===== config.mk =====
export PLATFORM = sky130hd
export DESIGN_NAME = ps2_scan_rx_flat
export DESIGN_NICKNAME = d
export VERILOG_FILES = /design/src/rtl/ps2_scan_rx_if.sv /design/src/rtl/ps2_scan_rx.sv /design/src/flat_wrapper.sv
export SDC_FILE = /design/constraint.sdc
export NUM_CORES = 1
export LEC_CHECK = 0
export CAP_MARGIN = 20
export CORE_UTILIZATION = 35
export DETAILED_ROUTE_END_ITERATION = 12
export HOLD_SLACK_MARGIN = 0.03
export PLACE_DENSITY = 0.52
export RECOVER_POWER = 100
export SLEW_MARGIN = 20
export SYNTH_ARGS = -nofsm -noshare
export SYNTH_HDL_FRONTEND = slang
export SYNTH_SLANG_ARGS = --single-unit

===== constraint.sdc =====
create_clock -name clk -period 2.6 [get_ports clk]
set_clock_uncertainty 0.2 [all_clocks]
set_input_delay 0.26 -clock clk [delete_from_list [all_inputs] [get_ports clk]]
set_output_delay 0.26 -clock clk [all_outputs]
set_load 0.02 [all_outputs]

===== src/rtl/ps2_scan_rx_if.sv =====
// ps2_scan_rx_if: keyboard line inputs and decoded scan-code outputs of ps2_scan_rx.
// PS2_EXT_FLAG_EN adds the ext_code output.
interface ps2_scan_rx_if;
   logic       ps2_clk;
   logic       ps2_data;
   logic [7:0] scan_code;
   logic       code_valid;
   logic       frame_err;
`ifdef PS2_EXT_FLAG_EN
   logic       ext_code;
   modport master (output ps2_clk, ps2_data, input scan_code, code_valid, frame_err, ext_code);
   modport slave (input ps2_clk, ps2_data, output scan_code, code_valid, frame_err, ext_code);
`else
   modport master (output ps2_clk, ps2_data, input scan_code, code_valid, frame_err);
   modport slave (input ps2_clk, ps2_data, output scan_code, code_valid, frame_err);
`endif
endinterface


===== src/rtl/ps2_scan_rx.sv =====
// ps2_scan_rx: PS/2 keyboard receiver yielding make codes, dropping break sequences.
// Optional macro PS2_EXT_FLAG_EN adds ext_code, the E0-prefix flag registered with scan_code.
module ps2_scan_rx #(
   parameter int FILTER_LEN     = 4,
   parameter int TIMEOUT_CYCLES = 50000
) (
   input logic         clk,
   input logic         rst,
   ps2_scan_rx_if.slave bus
);
   localparam int FW = $clog2(FILTER_LEN);
   localparam int TW = $clog2(TIMEOUT_CYCLES);
   typedef enum logic [1:0] {IDLE, DATA, PARITY, STOP} state_t;
   state_t        state, state_n;
   logic [1:0]    cs, ds;
   logic          fclk, fall, d;
   logic [FW-1:0] fcnt;
   logic [2:0]    cnt, cnt_n;
   logic [7:0]    sh, sh_n, sc;
   logic          par, par_n, brk, brk_n, ext, ext_n, cv, cv_n, fe, fe_n;
   logic [TW-1:0] tcnt, tcnt_n;
   assign d    = ds[1];
   // the falling edge is flagged in the same cycle the filter commits it
   assign fall = fclk & ~cs[1] & (fcnt == FW'(FILTER_LEN - 1));
   assign bus.scan_code  = sc;
   assign bus.code_valid = cv;
   assign bus.frame_err  = fe;
   always_ff @(posedge clk) begin
      if (rst) begin
         cs   <= 2'b11;
         ds   <= 2'b11;
         fclk <= 1'b1;
         fcnt <= '0;
      end else begin
         cs <= {cs[0], bus.ps2_clk};
         ds <= {ds[0], bus.ps2_data};
         if (cs[1] == fclk) fcnt <= '0;
         else if (fcnt == FW'(FILTER_LEN - 1)) begin
            fclk <= cs[1];
            fcnt <= '0;
         end else fcnt <= fcnt + 1'b1;
      end
   end
   always_comb begin
      state_n = state;
      cnt_n   = cnt;
      sh_n    = sh;
      par_n   = par;
      brk_n   = brk;
      ext_n   = ext;
      cv_n    = 1'b0;
      fe_n    = 1'b0;
      tcnt_n  = (state == IDLE) ? '0 : tcnt + 1'b1;
      if (fall) begin
         tcnt_n = '0;
         case (state)
            IDLE: begin
               state_n = d ? IDLE : DATA;
               cnt_n   = '0;
            end
            DATA: begin
               sh_n[cnt] = d;
               cnt_n     = cnt + 3'd1;
               state_n   = (cnt == 3'd7) ? PARITY : DATA;
            end
            PARITY: begin
               par_n   = d;
               state_n = STOP;
            end
            default: begin
               state_n = IDLE;
               if (!(d & (^{sh, par}))) begin
                  fe_n  = 1'b1;
                  brk_n = 1'b0;
                  ext_n = 1'b0;
               end else if (sh == 8'hF0) brk_n = 1'b1;
               else if (sh == 8'hE0) ext_n = 1'b1;
               else if (brk) begin
                  brk_n = 1'b0;
                  ext_n = 1'b0;
               end else begin
                  cv_n  = 1'b1;
                  ext_n = 1'b0;
               end
            end
         endcase
      end else if (state != IDLE && tcnt == TW'(TIMEOUT_CYCLES - 1)) begin
         state_n = IDLE;
         fe_n    = 1'b1;
         brk_n   = 1'b0;
         ext_n   = 1'b0;
         cnt_n   = '0;
         sh_n    = '0;
      end
   end
   always_ff @(posedge clk) begin
      if (rst) begin
         state <= IDLE;
         cnt   <= '0;
         sh    <= '0;
         par   <= 1'b0;
         brk   <= 1'b0;
         ext   <= 1'b0;
         tcnt  <= '0;
         sc    <= 8'h00;
         cv    <= 1'b0;
         fe    <= 1'b0;
      end else begin
         state <= state_n;
         cnt   <= cnt_n;
         sh    <= sh_n;
         par   <= par_n;
         brk   <= brk_n;
         ext   <= ext_n;
         tcnt  <= tcnt_n;
         sc    <= cv_n ? sh : sc;
         cv    <= cv_n;
         fe    <= fe_n;
      end
   end
`ifdef PS2_EXT_FLAG_EN
   logic ec;
   assign bus.ext_code = ec;
   always_ff @(posedge clk) begin
      if (rst) ec <= 1'b0;
      else if (cv_n) ec <= ext;
   end
`endif
endmodule

===== src/flat_wrapper.sv =====
// flat-port wrapper written by rule: the top's interface ports become plain ports
module ps2_scan_rx_flat 
#(
   parameter int FILTER_LEN     = 4,
   parameter int TIMEOUT_CYCLES = 50000
)
  (clk, rst, bus_ps2_clk, bus_ps2_data, bus_scan_code, bus_code_valid, bus_frame_err);
  ps2_scan_rx_if bus_i ();
  input logic clk;
  input logic rst;
  input wire logic [$bits(bus_i.ps2_clk)-1:0] bus_ps2_clk;
  input wire logic [$bits(bus_i.ps2_data)-1:0] bus_ps2_data;
  output wire logic [$bits(bus_i.scan_code)-1:0] bus_scan_code;
  output wire logic [$bits(bus_i.code_valid)-1:0] bus_code_valid;
  output wire logic [$bits(bus_i.frame_err)-1:0] bus_frame_err;
  assign bus_i.ps2_clk = bus_ps2_clk;
  assign bus_i.ps2_data = bus_ps2_data;
  assign bus_scan_code = bus_i.scan_code;
  assign bus_code_valid = bus_i.code_valid;
  assign bus_frame_err = bus_i.frame_err;
  ps2_scan_rx #(.FILTER_LEN(FILTER_LEN), .TIMEOUT_CYCLES(TIMEOUT_CYCLES)) u_core (.clk(clk), .rst(rst), .bus(bus_i));
endmodule

==> run_summary.xml, run 1 <==
<?xml version="1.0" encoding="UTF-8"?>
<metrics>
  <group name="status">
    <metric name="result_of_the_run" unit="">completed</metric>
  </group>
  <group name="job">
    <metric name="max_cap_violations" unit="">0</metric>
  </group>
  <group name="yosys">
    <metric name="ys_warn_count" unit="">0</metric>
    <metric name="synth.distinct_cells" unit="">41</metric>
    <metric name="synthCells" unit="">241</metric>
    <metric name="postSynthRegisterBits" unit="">48</metric>
    <metric name="synth_seq_area_share" unit="%">44.0</metric>
    <metric name="synthesis.nets" unit="">250</metric>
    <metric name="post_synth.cell_area_avg" unit="um^2">9.06</metric>
    <metric name="netlist_area" unit="um^2">2180</metric>
  </group>
  <group name="placed_design">
    <metric name="gp_congestion" unit="">0.724</metric>
    <metric name="detailed_place_hpwl" unit="um">2970</metric>
    <metric name="pre_cts_ws" unit="ns">0.246</metric>
    <metric name="buffer_ports.inserted" unit="">13</metric>
  </group>
  <group name="timing">
    <metric name="finalCritPeriodShare" unit="%">91.7</metric>
    <metric name="final-setup-viol-count" unit="">0</metric>
    <metric name="setup_tns" unit="ns">0</metric>
    <metric name="tightestPinTransition" unit="ns">0.544</metric>
    <metric name="report.final.hold_viol_count" unit="">0</metric>
    <metric name="setup_ws" unit="ns">0.216</metric>
    <metric name="clock_period_minus_final_worst_setup_slack" unit="ns">2.38</metric>
    <metric name="rsz0062_at_grt" unit="">no</metric>
    <metric name="slew_limit_headroom" unit="%">63.8</metric>
    <metric name="max_freq" unit="MHz">420</metric>
    <metric name="drv_slew" unit="">0</metric>
  </group>
  <group name="power">
    <metric name="share_clk_of_total_power" unit="%">37.5</metric>
    <metric name="cellLeakagePower" unit="nW">0.892</metric>
    <metric name="power_density" unit="nW/um^2">490</metric>
    <metric name="power.share.switching" unit="%">21.1</metric>
    <metric name="p_sw" unit="W">0.000258</metric>
    <metric name="power.internal" unit="W">0.000964</metric>
    <metric name="power.ir.vdd_worst" unit="mV">0.204</metric>
    <metric name="share_comb_of_total_power" unit="%">2.0</metric>
    <metric name="sequentialPowerShare" unit="%">60.5</metric>
  </group>
  <group name="worst_setup_path">
    <metric name="worst-endpoint-arrival" unit="ns">2.40</metric>
    <metric name="timing.critical_path.required" unit="ns">2.62</metric>
    <metric name="critical_path_cell_by_cell" unit="">ha_1, nand3_1, or4_4, o31ai_4, and4bb_1, mux2i_1</metric>
    <metric name="worstSetupPathType" unit="">register to register</metric>
    <metric name="count_of_buffering_cells_on_the_critical_path_with_inverters_included" unit="">0</metric>
    <metric name="crit_path_max_fanout" unit="">8</metric>
    <metric name="worst_path_largest_cell_delay" unit="ns">0.56</metric>
    <metric name="critPathSlowestCell" unit="">sky130_fd_sc_hd__or4_4</metric>
    <metric name="path_depth" unit="">6</metric>
    <metric name="worstRegToRegCells" unit="">6</metric>
    <metric name="worstSetupEndpointType" unit="">register</metric>
    <metric name="critical-path-top-delay-family" unit="">simple AND/OR/NAND/NOR gates</metric>
    <metric name="startpoint_type" unit="">register</metric>
  </group>
  <group name="finish">
    <metric name="register_area" unit="um^2">961</metric>
    <metric name="areaGrowthSynthToFinish" unit="%">14.3</metric>
    <metric name="final_layout_size_suffix_gt1_share" unit="%">7.31</metric>
    <metric name="multi_input_comb_area" unit="um^2">1170</metric>
    <metric name="antenna-diode-count" unit="">0</metric>
    <metric name="fillCellCount" unit="">609</metric>
    <metric name="nNetsFinal" unit="">268</metric>
  </group>
  <group name="clock_network">
    <metric name="post_cts.repair.setup_buffers" unit="">0</metric>
    <metric name="cts.sink_count" unit="">48</metric>
    <metric name="cts-buffers-inserted" unit="">5</metric>
    <metric name="max-clock-path-buffers" unit="">2</metric>
    <metric name="cts.clk_slew.worst_paths" unit="ns">0.08</metric>
    <metric name="cts_tree" unit="">yes</metric>
    <metric name="cts_htree_levels" unit="">2</metric>
    <metric name="cts.hold.buffers_added" unit="">0</metric>
    <metric name="clk-insertion-delay-late" unit="ns">0.29</metric>
    <metric name="clk_root_buffer_cell" unit="">sky130_fd_sc_hd__clkbuf_8</metric>
    <metric name="post_cts.resized_instances" unit="">0</metric>
  </group>
  <group name="die">
    <metric name="ioPinCount" unit="">14</metric>
    <metric name="core_area" unit="um^2">5960</metric>
    <metric name="fp.dieArea" unit="um^2">6560</metric>
    <metric name="dieHeight" unit="um">81.0</metric>
    <metric name="die_width" unit="um">81.0</metric>
    <metric name="start_util" unit="%">36.7</metric>
    <metric name="std_cell_rows" unit="">28</metric>
  </group>
  <group name="global_routing">
    <metric name="vias_in_the_first_global_route" unit="">1595</metric>
    <metric name="grt_max_degree" unit="">17</metric>
    <metric name="grt_first_pass_wirelength" unit="um">7310</metric>
    <metric name="overall_routing_resource_usage" unit="%">14.6</metric>
    <metric name="gr-total-overflow" unit="">0</metric>
    <metric name="grt_antenna_before_repair" unit="">0</metric>
  </group>
  <group name="routing">
    <metric name="ant_nets" unit="">0</metric>
    <metric name="drt-initial-drc-count" unit="">69</metric>
    <metric name="routedWlPerCell" unit="um">12.4</metric>
    <metric name="vias_per_instance" unit="">5.01</metric>
    <metric name="drt_pass1_iterations" unit="">4</metric>
    <metric name="wirelength" unit="um">4150</metric>
    <metric name="post-route-drc-count" unit="">0</metric>
    <metric name="vias" unit="">1679</metric>
  </group>
  <group name="hold_path">
    <metric name="hold_depth" unit="">1</metric>
    <metric name="hp-class" unit="">register to register</metric>
  </group>
</metrics>
path summary, 6_finish.rpt:
check                       from            to  slack, ns
setup / recovery  u_core.tcnt[0]  u_core.sh[2]       0.22
setup reg to reg  u_core.tcnt[0]  u_core.sh[2]       0.22
hold / removal      u_core.cs[0]  u_core.cs[1]       0.21
hold reg to reg     u_core.cs[0]  u_core.cs[1]       0.21
stage by stage:
stage / cell area, um^2 / power (W) / cells / utilization, % / hold WS [ns]
finish: 2490 / 0.00122 / 335 / 41.9 / 0.215
detailed placement: 2410 / 0.000782 / 327 / 40.5 / 0.198
global route: 2490 / 0.00128 / 335 / 41.9 / 0.227
global placement: 2410 / 0.000783 / 327 / 40.5 / 0.193
CTS: 2500 / 0.00124 / 335 / 42.1 / 0.220
floorplan: 2180 / 0.000770 / 241 / - / 0.164
cells in the mapped netlist (all sizes together):
cell type	instances	area share (%)
dfxtp	48	44
nand2	38	6.5
nor2	21	3.6
mux2i	16	7.3
nand3	12	2.8
a21oi	10	2.3
o21ai	8	1.8
or3	8	2.3
xnor2	8	3.2
xor2	8	3.2
clkbuf	6	1.0
or2	6	1.7
ha	5	2.9
inv	5	0.86
nand4	4	1.1
nand4b	3	1.2
nor4	3	0.86
a211oi	2	1.3
a31oi	2	0.57
a32oi	2	0.80
and2	2	0.57
and3	2	0.57
and4	2	0.80
and4bb	2	1.1
nor3	2	0.46
nor4b	2	0.80
o211ai	2	0.69
o31ai	2	1.3
or4	2	0.86
a2111oi	1	0.40
buf	1	0.52
clkinv	1	0.17
nand2b	1	0.29
nand3b	1	0.34
nor2b	1	0.29
o22ai	1	0.29
xnor3	1	1.1
routing by layer:
layer	part of all wire [%]	up-vias	GRT usage (%)
met5	0	-	0
met4	1.6	0	5.89
met3	2.9	6	3.37
met2	46	17	23.4
met1	50	773	18.9
li1	-	883	-
layout make-up:
| type | count | share of cell area [%] |
|---|---|---|
| flip-flops and latches | 48 | 38.5 |
| multi-input cells | 180 | 46.7 |
| clock inverters | 1 | 0.301 |
| repair buffers | 18 | 6.32 |
| clock buffers | 7 | 3.46 |
| inverters | 6 | 0.903 |
| well taps | 75 | 3.76 |
power by group through the flow:
stage	sequential [W]	combinational, W	clock (W)
floorplan	0.000756	0.0000141	0
global placement	0.000756	0.0000262	0
detailed placement	0.000756	0.0000258	0
CTS	0.000739	0.0000258	0.000473
global route	0.000740	0.0000274	0.000511
finish	0.000739	0.0000246	0.000458
sequential cells by signal, summed over array words and instances, names as in the netlist:
name / cells
u_core.sh: 8
u_core.fcnt: 2
u_core.bus.scan_code: 8
u_core.cs: 2
u_core.par: 1
u_core.bus.code_valid: 1
u_core.tcnt: 16
u_core.fclk: 1
u_core.bus.frame_err: 1
u_core.state: 2
u_core.ds: 2
u_core.brk: 1
u_core.cnt: 3
layout by cell type (no fill, tap or decap), types with 6 or more instances in the layout:
master / n
sky130_fd_sc_hd__a21oi_1: 10
sky130_fd_sc_hd__clkbuf_8: 6
sky130_fd_sc_hd__dfxtp_1: 48
sky130_fd_sc_hd__dlygate4sd3_1: 11
sky130_fd_sc_hd__mux2i_1: 16
sky130_fd_sc_hd__nand2_1: 38
sky130_fd_sc_hd__nand3_1: 12
sky130_fd_sc_hd__nor2_1: 21
sky130_fd_sc_hd__o21ai_0: 8
sky130_fd_sc_hd__or3_1: 8
sky130_fd_sc_hd__xnor2_1: 8
sky130_fd_sc_hd__xor2_1: 8
kinds of logic after synthesis:
logic type      share of synthesized area (%)
flops                                    44.0
buf+inv                                  2.58
fa+ha+maj                                2.87
xor+xnor                                 7.51
simple gates                             26.2
mux                                      7.34
compound gates                           9.46
Note: power is estimated with default switching activity, not from simulation.
==> inputs of run 2 (changes only) <==
--- a/config.mk
+++ b/config.mk
@@ -10,7 +10,8 @@
 export DETAILED_ROUTE_END_ITERATION = 12
 export HOLD_SLACK_MARGIN = 0.03
 export PLACE_DENSITY = 0.52
-export RECOVER_POWER = 100
+export RECOVER_POWER = 50
+export REMOVE_ABC_BUFFERS = 1
 export SLEW_MARGIN = 20
 export SYNTH_ARGS = -nofsm -noshare
 export SYNTH_HDL_FRONTEND = slang
==> run_summary.xml, run 2 (synthesized netlist as in run 1, its figures left out) <==
<?xml version="1.0" encoding="UTF-8"?>
<metrics>
  <group name="die">
    <metric name="ioPinCount" unit="">14</metric>
    <metric name="die_width" unit="um">81.0</metric>
    <metric name="std_cell_rows" unit="">28</metric>
    <metric name="core_area" unit="um^2">5960</metric>
    <metric name="start_util" unit="%">36.7</metric>
    <metric name="fp.dieArea" unit="um^2">6560</metric>
    <metric name="dieHeight" unit="um">81.0</metric>
  </group>
  <group name="worst_setup_path">
    <metric name="worstSetupEndpointType" unit="">register</metric>
    <metric name="critical_path_cell_by_cell" unit="">ha_1, nand3_1, or4_4, o31ai_4, and4bb_1, mux2i_1</metric>
    <metric name="worstSetupPathType" unit="">register to register</metric>
    <metric name="worst_path_largest_cell_delay" unit="ns">0.56</metric>
    <metric name="worst-endpoint-arrival" unit="ns">2.38</metric>
    <metric name="startpoint_type" unit="">register</metric>
    <metric name="timing.critical_path.required" unit="ns">2.63</metric>
    <metric name="crit_path_max_fanout" unit="">8</metric>
    <metric name="critPathSlowestCell" unit="">sky130_fd_sc_hd__or4_4</metric>
  </group>
  <group name="finish">
    <metric name="top_register" unit="">u_core.tcnt</metric>
    <metric name="antenna-diode-count" unit="">0</metric>
    <metric name="fillCellCount" unit="">607</metric>
    <metric name="leading_cell_type_in_the_layout_fill_and_taps_excluded" unit="">sky130_fd_sc_hd__dfxtp_1</metric>
    <metric name="nNetsFinal" unit="">270</metric>
    <metric name="largest_reg_flops" unit="">16</metric>
    <metric name="top_library_cells_by_usage_in_the_layout_fill_and_taps_aside" unit="">48 x sky130_fd_sc_hd__dfxtp_1, 38 x sky130_fd_sc_hd__nand2_1, 21 x sky130_fd_sc_hd__nor2_1</metric>
    <metric name="areaGrowthSynthToFinish" unit="%">15.0</metric>
    <metric name="final_layout_size_suffix_gt1_share" unit="%">8.05</metric>
    <metric name="post_layout_nonfiller_instances" unit="">336</metric>
    <metric name="multi_input_comb_area" unit="um^2">1170</metric>
    <metric name="register_area" unit="um^2">961</metric>
  </group>
  <group name="timing">
    <metric name="finalCritPeriodShare" unit="%">90.3</metric>
    <metric name="report.final.hold_viol_count" unit="">0</metric>
    <metric name="slew_limit_headroom" unit="%">50.4</metric>
    <metric name="clock_period_minus_final_worst_setup_slack" unit="ns">2.35</metric>
    <metric name="setup_tns" unit="ns">0</metric>
    <metric name="final-setup-viol-count" unit="">0</metric>
    <metric name="rsz0062_at_grt" unit="">no</metric>
    <metric name="max_freq" unit="MHz">426</metric>
    <metric name="drv_slew" unit="">0</metric>
    <metric name="tightestPinTransition" unit="ns">0.744</metric>
    <metric name="fin_hold_ws" unit="ns">0.213</metric>
  </group>
  <group name="placed_design">
    <metric name="placedCellCount" unit="">329</metric>
    <metric name="buffer_ports.inserted" unit="">13</metric>
    <metric name="detailed_place_hpwl" unit="um">2950</metric>
    <metric name="gp_congestion" unit="">0.785</metric>
  </group>
  <group name="clock_network">
    <metric name="post_cts.resized_instances" unit="">0</metric>
    <metric name="clk_root_buffer_cell" unit="">sky130_fd_sc_hd__clkbuf_8</metric>
    <metric name="max-clock-path-buffers" unit="">2</metric>
    <metric name="cts_htree_levels" unit="">2</metric>
    <metric name="clk-insertion-delay-late" unit="ns">0.30</metric>
    <metric name="cts.sink_count" unit="">48</metric>
    <metric name="cts.hold.buffers_added" unit="">0</metric>
    <metric name="cts.clk_slew.worst_paths" unit="ns">0.09</metric>
    <metric name="cts-buffers-inserted" unit="">5</metric>
    <metric name="cts_tree" unit="">yes</metric>
    <metric name="post_cts.repair.setup_buffers" unit="">0</metric>
  </group>
  <group name="routing">
    <metric name="vias" unit="">1691</metric>
    <metric name="drt_pass1_iterations" unit="">5</metric>
    <metric name="post-route-drc-count" unit="">0</metric>
    <metric name="routedWlPerCell" unit="um">12.1</metric>
    <metric name="wirelength" unit="um">4070</metric>
    <metric name="vias_per_instance" unit="">5.03</metric>
    <metric name="ant_nets" unit="">0</metric>
    <metric name="drt-initial-drc-count" unit="">56</metric>
  </group>
  <group name="hold_path">
    <metric name="hp-class" unit="">register to register</metric>
  </group>
  <group name="power">
    <metric name="cellLeakagePower" unit="nW">0.906</metric>
    <metric name="power.ir.vdd_worst" unit="mV">0.278</metric>
    <metric name="totalPowerFinal" unit="W">0.00122</metric>
    <metric name="power_density" unit="nW/um^2">487</metric>
  </group>
  <group name="global_routing">
    <metric name="grt_max_degree" unit="">18</metric>
    <metric name="vias_in_the_first_global_route" unit="">1510</metric>
    <metric name="grt_first_pass_wirelength" unit="um">6890</metric>
    <metric name="gr-total-overflow" unit="">0</metric>
    <metric name="overall_routing_resource_usage" unit="%">13.9</metric>
    <metric name="grt_antenna_before_repair" unit="">0</metric>
  </group>
  <group name="job">
    <metric name="max_cap_violations" unit="">0</metric>
  </group>
  <group name="status">
    <metric name="result_of_the_run" unit="">completed</metric>
  </group>
</metrics>
run 2: cell types whose count changed in the layout (fill, tap and decap cells not counted), sizes merged:
cell and change:
buf +3, clkinv +1, clkinvlp -1, clkbuf -2
run 2: area by class of cell:
type,instances,share of cell area [%]
timing repair buffer,20,6.98
sequential,48,38.3
multi-input combinational,180,46.5
clock buffer,6,3.29
inverter,6,0.897
clock inverter,1,0.349
tap,75,3.74
run 2: metrics by stage:
| step | worst slack, ns | utilization (%) | area, um^2 |
|---|---|---|---|
| floorplan | 0.317 | - | 2150 |
| global placement | 0.287 | 40.7 | 2430 |
| detailed placement | 0.268 | 40.7 | 2430 |
| CTS | 0.235 | 42.3 | 2520 |
| global route | 0.0912 | 42.1 | 2510 |
| finish | 0.252 | 42.1 | 2510 |
run 2: worst paths after layout:
check                           slack [ns]  cells past startpoint            from      endpoint
worst min-delay path                  0.21                      1    u_core.cs[0]  u_core.cs[1]
worst min register to register        0.21                      1    u_core.cs[0]  u_core.cs[1]
worst max-delay path                  0.25                      6  u_core.tcnt[0]  u_core.sh[1]
worst max register to register        0.25                      6  u_core.tcnt[0]  u_core.sh[1]
run 2: per-layer routing:
metal / wire (um) / global-route usage (%) / up-vias
li1: - / - / 889
met1: 2050 / 17.2 / 774
met2: 1820 / 22.2 / 19
met3: 107 / 3.82 / 9
met4: 86 / 6.43 / 0
met5: 0 / 0 / -
run 2: worst max-delay path: cells and delay by family, from the launching register on:
family	cells	cell delay, ns
AOI/OAI and AO/OA	1	0.37
muxes	1	0.17
DFF	1	0.36
adders and majority gates	1	0.21
and+or+nand+nor	3	0.97
run 2: power by group:
part,internal [W],switching [W]
combinational,0.00000982,0.0000147
clock,0.000212,0.000248
sequential,0.000738,0.00000125
total,0.000960,0.000263
